==> src/rtl/product_accumulator.sv <==
// product_accumulator: accumulates len unsigned 16-bit products into an ACC_W-bit result.
// Define ACC_SAT_EN to saturate on overflow instead of wrapping.
module product_accumulator #(
    parameter int ACC_W = 24,
    parameter int CNT_W = 8
) (
    input  logic             clk,
    input  logic             rst,
    input  logic             start,
    input  logic [CNT_W-1:0] len,
    input  logic [15:0]      prod,
    input  logic             prod_valid,
    output logic             prod_ready,
    output logic [ACC_W-1:0] acc_out,
    output logic             acc_valid,
    input  logic             acc_ready,
    output logic             busy,
    output logic             ovf
);
    typedef enum logic [1:0] {IDLE, ACC, DONE} state_t;
    state_t state_q, state_d;
    logic [ACC_W-1:0] acc_q, acc_d, acc_add;
    logic [CNT_W-1:0] cnt_q, cnt_d;
    logic ovf_q, ovf_d;
    logic [ACC_W:0] sum;
    assign sum = {1'b0, acc_q} + (ACC_W+1)'(prod);
`ifdef ACC_SAT_EN
    // once clamped, the sum stays pinned at full scale for the rest of the run
    assign acc_add = (sum[ACC_W] || ovf_q) ? '1 : sum[ACC_W-1:0];
`else
    assign acc_add = sum[ACC_W-1:0];
`endif
    always_comb begin
        state_d = state_q;
        acc_d   = acc_q;
        cnt_d   = cnt_q;
        ovf_d   = ovf_q;
        case (state_q)
            IDLE: if (start) begin
                acc_d   = '0;
                ovf_d   = 1'b0;
                cnt_d   = len;
                state_d = (len == '0) ? DONE : ACC;
            end
            ACC: if (prod_valid) begin
                acc_d   = acc_add;
                ovf_d   = ovf_q | sum[ACC_W];
                cnt_d   = cnt_q - CNT_W'(1);
                state_d = (cnt_q == CNT_W'(1)) ? DONE : ACC;
            end
            DONE: if (acc_ready) state_d = IDLE;
            default: state_d = IDLE;
        endcase
    end
    always_ff @(posedge clk) begin
        if (rst) begin
            state_q <= IDLE;
            acc_q   <= '0;
            cnt_q   <= '0;
            ovf_q   <= 1'b0;
        end else begin
            state_q <= state_d;
            acc_q   <= acc_d;
            cnt_q   <= cnt_d;
            ovf_q   <= ovf_d;
        end
    end
    assign prod_ready = (state_q == ACC);
    assign acc_valid  = (state_q == DONE);
    assign busy       = (state_q != IDLE);
    assign acc_out    = acc_q;
    assign ovf        = ovf_q;
endmodule

==> config.mk <==
export PLATFORM = sky130hd
export DESIGN_NAME = product_accumulator
export DESIGN_NICKNAME = d
export VERILOG_FILES = /design/src/rtl/product_accumulator.sv
export SDC_FILE = /design/constraint.sdc
export NUM_CORES = 1
export LEC_CHECK = 0
export ABC_AREA = 1
export BUFFER_PORTS_ARGS = -buffer_cell sky130_fd_sc_hd__buf_2
export CORE_MARGIN = 2
export CORE_UTILIZATION = 48
export CTS_CLUSTER_SIZE = 25
export DETAILED_ROUTE_END_ITERATION = 8
export PLACE_DENSITY = 0.68
export SYNTH_ARGS = -nofsm -noshare
export SYNTH_HDL_FRONTEND = slang
export SYNTH_SLANG_ARGS = --single-unit
==> constraint.sdc <==
create_clock -name clk -period 2.3 [get_ports clk]
set_input_delay 0.115 -clock clk [delete_from_list [all_inputs] [get_ports clk]]
set_output_delay 0.115 -clock clk [all_outputs]
set_load 0.1 [all_outputs]
==> impl_metrics.ini, run 1 <==
[worst_setup_path]
cp-end-kind = flip-flop
crit_type = flip-flop to flip-flop
max_stage_delay_ns = 0.45
crit_family = simple AND/OR/NAND/NOR gates
cp.arrival_ns = 2.16
path_buf_inv = 0
crit_fanout = 4
crit_chain = ha_1 > fa_1 > nand2_1 > nand3_1 > nand2_1 > o21ai_1 > or2_2 > nand3_1 > a21oi_1
worstPathRequired_ns = 2.47
start_kind = flip-flop
slowest_stage = fa_1

[drt]
vias = 3137
postRouteAntennaNets = 0
avgViaCountPerCell = 5.027
drtIter0Drc = 176
routed_wl_mm = 7.494
firstDrtPassIters = 4
route.detailed.drc = 0
post_drt_wl_per_cell_um = 12.01

[floorplanning]
die_w_um = 81.20
die_h_um = 81.20
io_pins = 57
core_mm2 = 0.005851
rows = 28
initial_core_util = 0.4889
fp.dieArea_mm2 = 0.006593

[sta]
hold_viol = 0
tightest_slew_ns = 0.4984
min_period_ns = 1.989
tns_ns = 0
max_clock_freq_mhz = 502.8
report.final.slew_viol_count = 0
finClkSkew_ns = 0.008373
final-setup-viol-count = 0
maxSlewHeadroom = 0.6700
rsz0062_at_grt = false
layout_setup_ws_ns = 0.3110
period_share = 0.8648

[yosys]
syn-cell-area_mm2 = 0.002860
synth_cell_type_count = 33
synth_seq_cells = 35
post-synth-top-area-cell = dfxtp_1
netlist.area_leader.share = 0.2450
synth_edf_count = 0
yosys_warnings = 0
syn_inst = 492
ys.flop_type = dfxtp_1
ys_async_sr_fraction = 0
synth_area_leaders = dfxtp_1 24%, nand2_1 22%, inv_1 9.4%
synth.avg_cell_area_um2 = 5.814
yosysSeqAreaShare = 0.2450
synth.net_count = 540

[global_route]
gr-usage-all-layers = 0.2393
grt_pass1_vias = 2771
antenna_found_initial = 0
grt_pass1_wl_mm = 12.30
overflow = 0
grt_max_degree = 26

[clock_tree]
cts_buffers = 5
post_cts_resized = 0
clkLatencyLatePin_ns = 0.30
clkTransAtPathRegs_ns = 0.08
cts_setup_buffers = 0
clock-sinks = 35
cts_root_buf = clkbuf_8
hold_buffers = 0
cts_tree = done
htreeDepth = 2
cts.path.max_buffers = 2

[finish]
layout_commonest_cell = nand2_1
final_nets = 596
fillers = 623
area_growth_pct = 15.35
layout-drive-gt1-share = 0.1512
final_cell_mix = 171 x nand2_1, 72 x inv_1, 56 x buf_2
antenna_cells = 0

[power_and_ir_drop]
combPwrFrac = 0.489
internal_power_mw = 1.346
p_total_mw = 2.621
net-switching-power_mw = 1.275
leakage_nw = 1.739
sw_frac_of_total = 0.4865
vdd_ir_drop_max_uv = 579.8
p_per_area_mw_per_mm2 = 794.5
pwr-share-seq = 0.290
power_frac_clock = 0.221

[status]
outcome = complete, no violations

[place]
place_congestion = 0.9091
io_buffers = 56
place_ws_ns = 0.3359
hpwlAfterDp_mm = 5.843

[flow_run]
maxCapViolCount = 0

[min_path]
hold_path.class = input port to flip-flop
-- logic make-up (layout without fill, tap and decap cells) --
family / after synthesis / count (layout) / share of synthesized area
xor+xnor: 2 / 2 / 0.006125
compound gates: 57 / 57 / 0.1072
flops: 35 / 35 / 0.2450
buf+inv: 84 / 141 / 0.1207
simple gates: 295 / 295 / 0.4353
fa+ha+maj: 19 / 19 / 0.08574
-- layout make-up --
cell class | count | area, um2 | area share
clock buffers | 5 | 68.82 | 0.02086
flip-flops and latches | 35 | 703.2 | 0.2131
well taps | 75 | 93.84 | 0.02844
repair buffers | 57 | 287.8 | 0.08722
multi-input cells | 373 | 1814 | 0.5499
clock inverters | 3 | 43.79 | 0.01327
inverters | 76 | 287.8 | 0.08722
-- synth_stat cells (2+ instances only) --
cell type,instances
nand2_1,171
a21oi_1,35
nor3_1,8
inv_2,3
o21ai_0,7
a31oi_1,3
buf_6,3
nor2_1,46
nand4_1,2
nand3b_1,4
o21ai_1,5
clkbuf_1,3
nor2_2,2
o211ai_1,4
nand3_1,50
inv_1,72
or2_2,7
dfxtp_1,35
ha_1,18
-- final timing paths --
check              from    endpoint  slack [ns]  cells past startpoint
max          acc_out[0]  acc_out[8]        0.31                      9
min reg2reg         ovf         ovf        0.45                      2
min              len[1]    cnt_q[1]        0.07                      3
max reg2reg  acc_out[0]  acc_out[8]        0.31                      9
-- sequential cells by signal, summed over array words and instances, names as in the netlist --
signal   count
ovf          1
state_q      2
acc_out     24
cnt_q        8
-- stage by stage --
stage	hold slack [ns]	instance area, um2	util	std cells
detailed placement	0.3853	3187	0.5447	616
CTS	0.06716	3299	0.5639	624
finish	0.07342	3299	0.5639	624
global placement	0.3693	3187	0.5447	616
floorplan	0.2569	2863	-	492
global route	0.09379	3299	0.5639	624
-- routing by layer --
metal / vias up / global-route usage / share of wire
met4: 0 / 0.06102 / 0.0081
met2: 71 / 0.4050 / 0.47
met3: 7 / 0.04667 / 0.042
met5: - / 0 / 0
met1: 1392 / 0.3119 / 0.48
li1: 1667 / - / -
-- tightest hold or removal path, stage by stage --
cell	delay (ns)
buf_2	0.09
a211oi_1	0.06
nor2_1	0.08
-- power groups by stage --
stage	clock network, mW	registers (mW)	logic (mW)
floorplan	0	0.943	0.900
global placement	0	0.772	1.26
detailed placement	0	0.774	1.28
CTS	0.596	0.760	1.28
global route	0.612	0.775	1.43
finish	0.580	0.761	1.28
No activity file was read; power rests on OpenSTA's default activity.
==> run 2: changes to the inputs <==
--- a/config.mk
+++ b/config.mk
@@ -11,7 +11,7 @@
 export CORE_UTILIZATION = 48
 export CTS_CLUSTER_SIZE = 25
 export DETAILED_ROUTE_END_ITERATION = 8
-export PLACE_DENSITY = 0.68
+export PLACE_DENSITY = 0.71
 export SYNTH_ARGS = -nofsm -noshare
 export SYNTH_HDL_FRONTEND = slang
 export SYNTH_SLANG_ARGS = --single-unit
==> impl_metrics.ini, run 2 (synthesized netlist as in run 1, its figures left out) <==
[clock_tree]
htreeDepth = 2
cts_tree = done
cts_root_buf = clkbuf_8
clock-sinks = 35
cts.path.max_buffers = 2
hold_buffers = 0
post_cts_resized = 0
clkLatencyLatePin_ns = 0.29
cts_buffers = 5
cts_setup_buffers = 0
clkTransAtPathRegs_ns = 0.08

[drt]
routed_wl_mm = 7.275
post_drt_wl_per_cell_um = 11.66
route.detailed.drc = 0
drtIter0Drc = 149
avgViaCountPerCell = 4.974
postRouteAntennaNets = 0
vias = 3104
firstDrtPassIters = 4

[worst_setup_path]
cp-end-kind = flip-flop
max_stage_delay_ns = 0.45
crit_chain = ha_1 > fa_1 > nand2_1 > nand3_1 > nand2_1 > o21ai_1 > or2_2 > nand3_1 > a21oi_1
crit_type = flip-flop to flip-flop
slowest_stage = fa_1
path_buf_inv = 0
crit_fanout = 4
worstPathRequired_ns = 2.46
cp.arrival_ns = 2.15
crit_family = simple AND/OR/NAND/NOR gates
start_kind = flip-flop

[floorplanning]
core_mm2 = 0.005851
initial_core_util = 0.4889
die_w_um = 81.20
fp.dieArea_mm2 = 0.006593
rows = 28
die_h_um = 81.20
io_pins = 57

[sta]
report.final.slew_viol_count = 0
period_share = 0.8647
rsz0062_at_grt = false
min_period_ns = 1.989
maxSlewHeadroom = 0.6722
tns_ns = 0
max_clock_freq_mhz = 502.8
tightest_slew_ns = 0.4950
final-setup-viol-count = 0
hold_viol = 0
finClkSkew_ns = 0.004538

[finish]
final_nets = 596
antenna_cells = 0
final_core_util = 0.5592
final_area_mm2 = 0.003272
final_cell_mix = 171 x nand2_1, 72 x inv_1, 56 x buf_2
fillers = 608
seqCellArea_um2 = 703.2
area_growth_pct = 14.39
layout-drive-gt1-share = 0.1494
largest_reg_flops = 24
layout_commonest_cell = nand2_1
multi_input_area_mm2 = 0.001814

[power_and_ir_drop]
sw_frac_of_total = 0.5036
leakage_nw = 1.722
combPwrFrac = 0.513
internal_power_mw = 1.234
power_frac_clock = 0.180
pwr-share-seq = 0.307
net-switching-power_mw = 1.252
vdd_ir_drop_max_uv = 628.4
p_per_area_mw_per_mm2 = 759.8

[flow_run]
maxCapViolCount = 0

[global_route]
grt_pass1_vias = 2856
overflow = 0
grt_max_degree = 26
gr-usage-all-layers = 0.2354
grt_pass1_wl_mm = 12.22
antenna_found_initial = 0

[place]
place_congestion = 0.9356
hpwlAfterDp_mm = 5.726
place_area_mm2 = 0.003187
io_buffers = 56

[min_path]
hold_path.class = input port to flip-flop

[status]
outcome = complete, no violations
## run 2: changes by cell type in the layout (fill, tap and decap cells not counted)
cell        before  now
bufinv_16        1    0
clkinvlp_4       0    1
clkbuf_1         0    1
clkinv_4         1    0
## run 2: path summary, 6_finish.rpt
path / end / from / depth (start not counted) / slack, ns
hold reg to reg: ovf / ovf / 2 / 0.45
hold / removal: cnt_q[1] / len[1] / 3 / 0.07
setup reg to reg: acc_out[8] / acc_out[0] / 9 / 0.31
setup / recovery: acc_out[8] / acc_out[0] / 9 / 0.31
## run 2: through the flow
stage	cells	total power, mW	hold WS, ns	setup WS [ns]
5_1_grt	624	2.689	0.09375	0.1675
3_5_place_dp	616	2.045	0.3794	0.3460
3_3_place_gp	616	2.031	0.3729	0.4095
2_1_floorplan	492	1.843	0.2569	0.01491
4_1_cts	624	2.499	0.06869	0.3283
6_report	624	2.486	0.07285	0.3112
## run 2: per-layer routing
| layer | track usage | share of wire | vias to the layer above |
|---|---|---|---|
| met5 | 0 | 0 | - |
| met4 | 0.07119 | 0.017 | 0 |
| met3 | 0.04111 | 0.038 | 10 |
| met2 | 0.4066 | 0.46 | 58 |
| met1 | 0.2985 | 0.49 | 1370 |
| li1 | - | - | 1666 |
## run 2: cell type report
type / instances / share of cell area
clock buffer: 6 / 0.02218
clock inverter: 2 / 0.003824
inverter: 76 / 0.08795
multi-input combinational: 373 / 0.5545
sequential: 35 / 0.2149
tap: 75 / 0.02868
timing repair buffer: 57 / 0.08795
## run 2: worst register-to-register path, stage by stage (launching register included)
cell and delay (ns):
dfxtp_2 0.33, ha_1 0.22, fa_1 0.45, nand2_1 0.11, nand3_1 0.09, nand2_1 0.15, o21ai_1 0.11, or2_2 0.28
nand3_1 0.07, a21oi_1 0.06
## run 2: power groups by stage
stage | combinational [mW] | sequential, mW | clock [mW]
floorplan | 0.900 | 0.943 | 0
global placement | 1.26 | 0.771 | 0
detailed placement | 1.27 | 0.774 | 0
CTS | 1.27 | 0.762 | 0.463
global route | 1.42 | 0.773 | 0.492
finish | 1.27 | 0.762 | 0.449
==> run 3: changes to the inputs <==
--- a/config.mk
+++ b/config.mk
@@ -11,7 +11,7 @@
 export CORE_UTILIZATION = 48
 export CTS_CLUSTER_SIZE = 25
 export DETAILED_ROUTE_END_ITERATION = 8
-export PLACE_DENSITY = 0.71
+export PLACE_DENSITY = 0.74
 export SYNTH_ARGS = -nofsm -noshare
 export SYNTH_HDL_FRONTEND = slang
 export SYNTH_SLANG_ARGS = --single-unit
==> constraint.sdc (replaced) <==
create_clock -name clk -period 1.8 [get_ports clk]
set_input_delay 0.09 -clock clk [delete_from_list [all_inputs] [get_ports clk]]
set_output_delay 0.09 -clock clk [all_outputs]
set_load 0.1 [all_outputs]
==> impl_metrics.ini, run 3 (synthesized netlist as in run 1, its figures left out) <==
[worst_setup_path]
start_kind = flip-flop
worstRegToRegCells = 11
cp.arrival_ns = 2.02
cp-startpoint = acc_out[0]
cp-end-kind = flip-flop
rrSetupSlack_ns = 0.01
r2r_start = acc_out[0]
worstPathRequired_ns = 2.03
crit_fanout = 5
r2r-end = acc_out[16]
crit_type = flip-flop to flip-flop

[finish]
largest_reg_flops = 24
instances_no_fill = 637
seqCellArea_um2 = 768.2
area_growth_pct = 30.93
layout_commonest_cell = nand2_1
final_nets = 609
layout-drive-gt1-share = 0.2847
fillers = 584
antenna_cells = 0
final_core_util = 0.6401
final_area_mm2 = 0.003745
multi_input_area_mm2 = 0.002100
final_cell_mix = 159 x nand2_1, 72 x inv_1, 55 x buf_2

[power_and_ir_drop]
power_frac_clock = 0.202
sw_frac_of_total = 0.4923
net-switching-power_mw = 1.719
internal_power_mw = 1.773
p_per_area_mw_per_mm2 = 932.4
pwr-share-seq = 0.282
vdd_ir_drop_max_uv = 832.5
combPwrFrac = 0.516
leakage_nw = 1.843

[floorplanning]
io_pins = 57
initial_core_util = 0.4889
core_mm2 = 0.005851
die_w_um = 81.20
rows = 28
fp.dieArea_mm2 = 0.006593
die_h_um = 81.20

[sta]
rsz0062_at_grt = true
tightest_slew_ns = 0.4898
maxSlewHeadroom = 0.6727
period_share = 0.9928
max_clock_freq_mhz = 559.6
report.final.slew_viol_count = 0
min_period_ns = 1.787
tns_ns = 0
hold_viol = 0
finClkSkew_ns = 0.005225
final-setup-viol-count = 0

[min_path]
worstHoldStart = len[1]
hold_path.class = input port to flip-flop
min_delay_worst_endpoint = cnt_q[1]
whs_path_depth = 3

[flow_run]
maxCapViolCount = 0

[clock_tree]
hold_buffers = 0
clkLatencyLatePin_ns = 0.31
cts_buffers = 5
cts_tree = done
htreeDepth = 2
clkTransAtPathRegs_ns = 0.08
cts.path.max_buffers = 2
cts_root_buf = clkbuf_8
clock-sinks = 35

[place]
place_area_mm2 = 0.003378
placed_cells = 626
io_buffers = 56
hpwlAfterDp_mm = 6.150
place_congestion = 0.9621

[drt]
routed_wl_mm = 8.214
post_drt_wl_per_cell_um = 12.89
drtIter0Drc = 237
postRouteAntennaNets = 0
route.detailed.drc = 0
firstDrtPassIters = 5
vias = 3301
avgViaCountPerCell = 5.182

[global_route]
gr-usage-all-layers = 0.2459
grt_pass1_wl_mm = 12.75
grt_max_degree = 26
overflow = 0
antenna_found_initial = 0
grt_pass1_vias = 2894

[status]
outcome = complete, no violations
run 3: cell types whose count changed in the layout (fill, tap and decap cells not counted), moves of 5 or more:
cell and change:
nand3_2 +5, ha_4 +13, buf_4 +13, dfxtp_1 -20, nand2_1 -12, ha_1 -15, nand3_1 -5, nand2_2 +11
dfxtp_4 +16
run 3: through the flow:
| stage | hold WS (ns) | power [mW] | worst slack [ns] |
|---|---|---|---|
| after detailed placement | 0.3592 | 2.680 | -0.06389 |
| final | 0.04062 | 3.492 | 0.01288 |
| after CTS | 0.03870 | 3.390 | 0.004133 |
| after global routing | 0.07899 | 3.743 | -0.05425 |
| after floorplan | 0.2319 | 2.378 | -0.01950 |
| after global placement | 0.3437 | 2.653 | -0.06001 |
run 3: timing repair:
| action | CTS | global route |
|---|---|---|
| endpoints found under the setup margin | 7 | 19 |
| buffers inserted | 0 | 3 |
| pin swaps | 1 | 11 |
| resized for setup | 2 | 40 |
| endpoints found under the hold margin | 0 | 0 |
run 3: worst max-delay path, cell delays in order (launching register included):
cell,delay [ns]
dfxtp_4,0.36
ha_4,0.16
fa_2,0.41
nand2_2,0.09
nand3_2,0.07
nand2_2,0.10
o21ai_4,0.08
nand2_2,0.10
nand2_4,0.08
nand2_1,0.07
nand2_1,0.04
a21oi_1,0.13
run 3: worst max-delay path by stage:
| stage | to | slack [ns] | depth (start not counted) |
|---|---|---|---|
| 2_1_floorplan | acc_out[8] | -0.02 | 9 |
| 3_3_place_gp | acc_out[16] | -0.06 | 11 |
| 3_5_place_dp | acc_out[16] | -0.06 | 11 |
| 4_1_cts | acc_out[20] | 0.004 | 11 |
| 5_1_grt | acc_out[16] | -0.05 | 11 |
| 6_report | acc_out[16] | 0.01 | 11 |
run 3: per-layer routing:
metal  part of all wire  global-route usage  vias up
met2               0.48              0.4132      110
met1               0.44              0.3254     1485
met5                  0                   0        -
met4              0.012             0.06610        0
met3              0.063             0.04111       12
li1                   -                   -     1694
run 3: final cells by class:
| cell class | count | share of cell area |
|---|---|---|
| Inverter | 76 | 0.07685 |
| Timing Repair Buffer | 70 | 0.1036 |
| Clock inverter | 2 | 0.003675 |
| Tap cell | 75 | 0.02506 |
| Multi-Input combinational cell | 373 | 0.5606 |
| Clock buffer | 6 | 0.02506 |
| Sequential cell | 35 | 0.2051 |
run 3: power by group through the flow:
stage                     sequential [mW]  combinational (mW)  clock (mW)
after global placement              0.988                1.66           0
after global routing                 1.00                2.00       0.744
after detailed placement            0.991                1.69           0
final                               0.986                1.80       0.705
after floorplan                      1.21                1.17           0
after CTS                           0.975                1.70       0.718
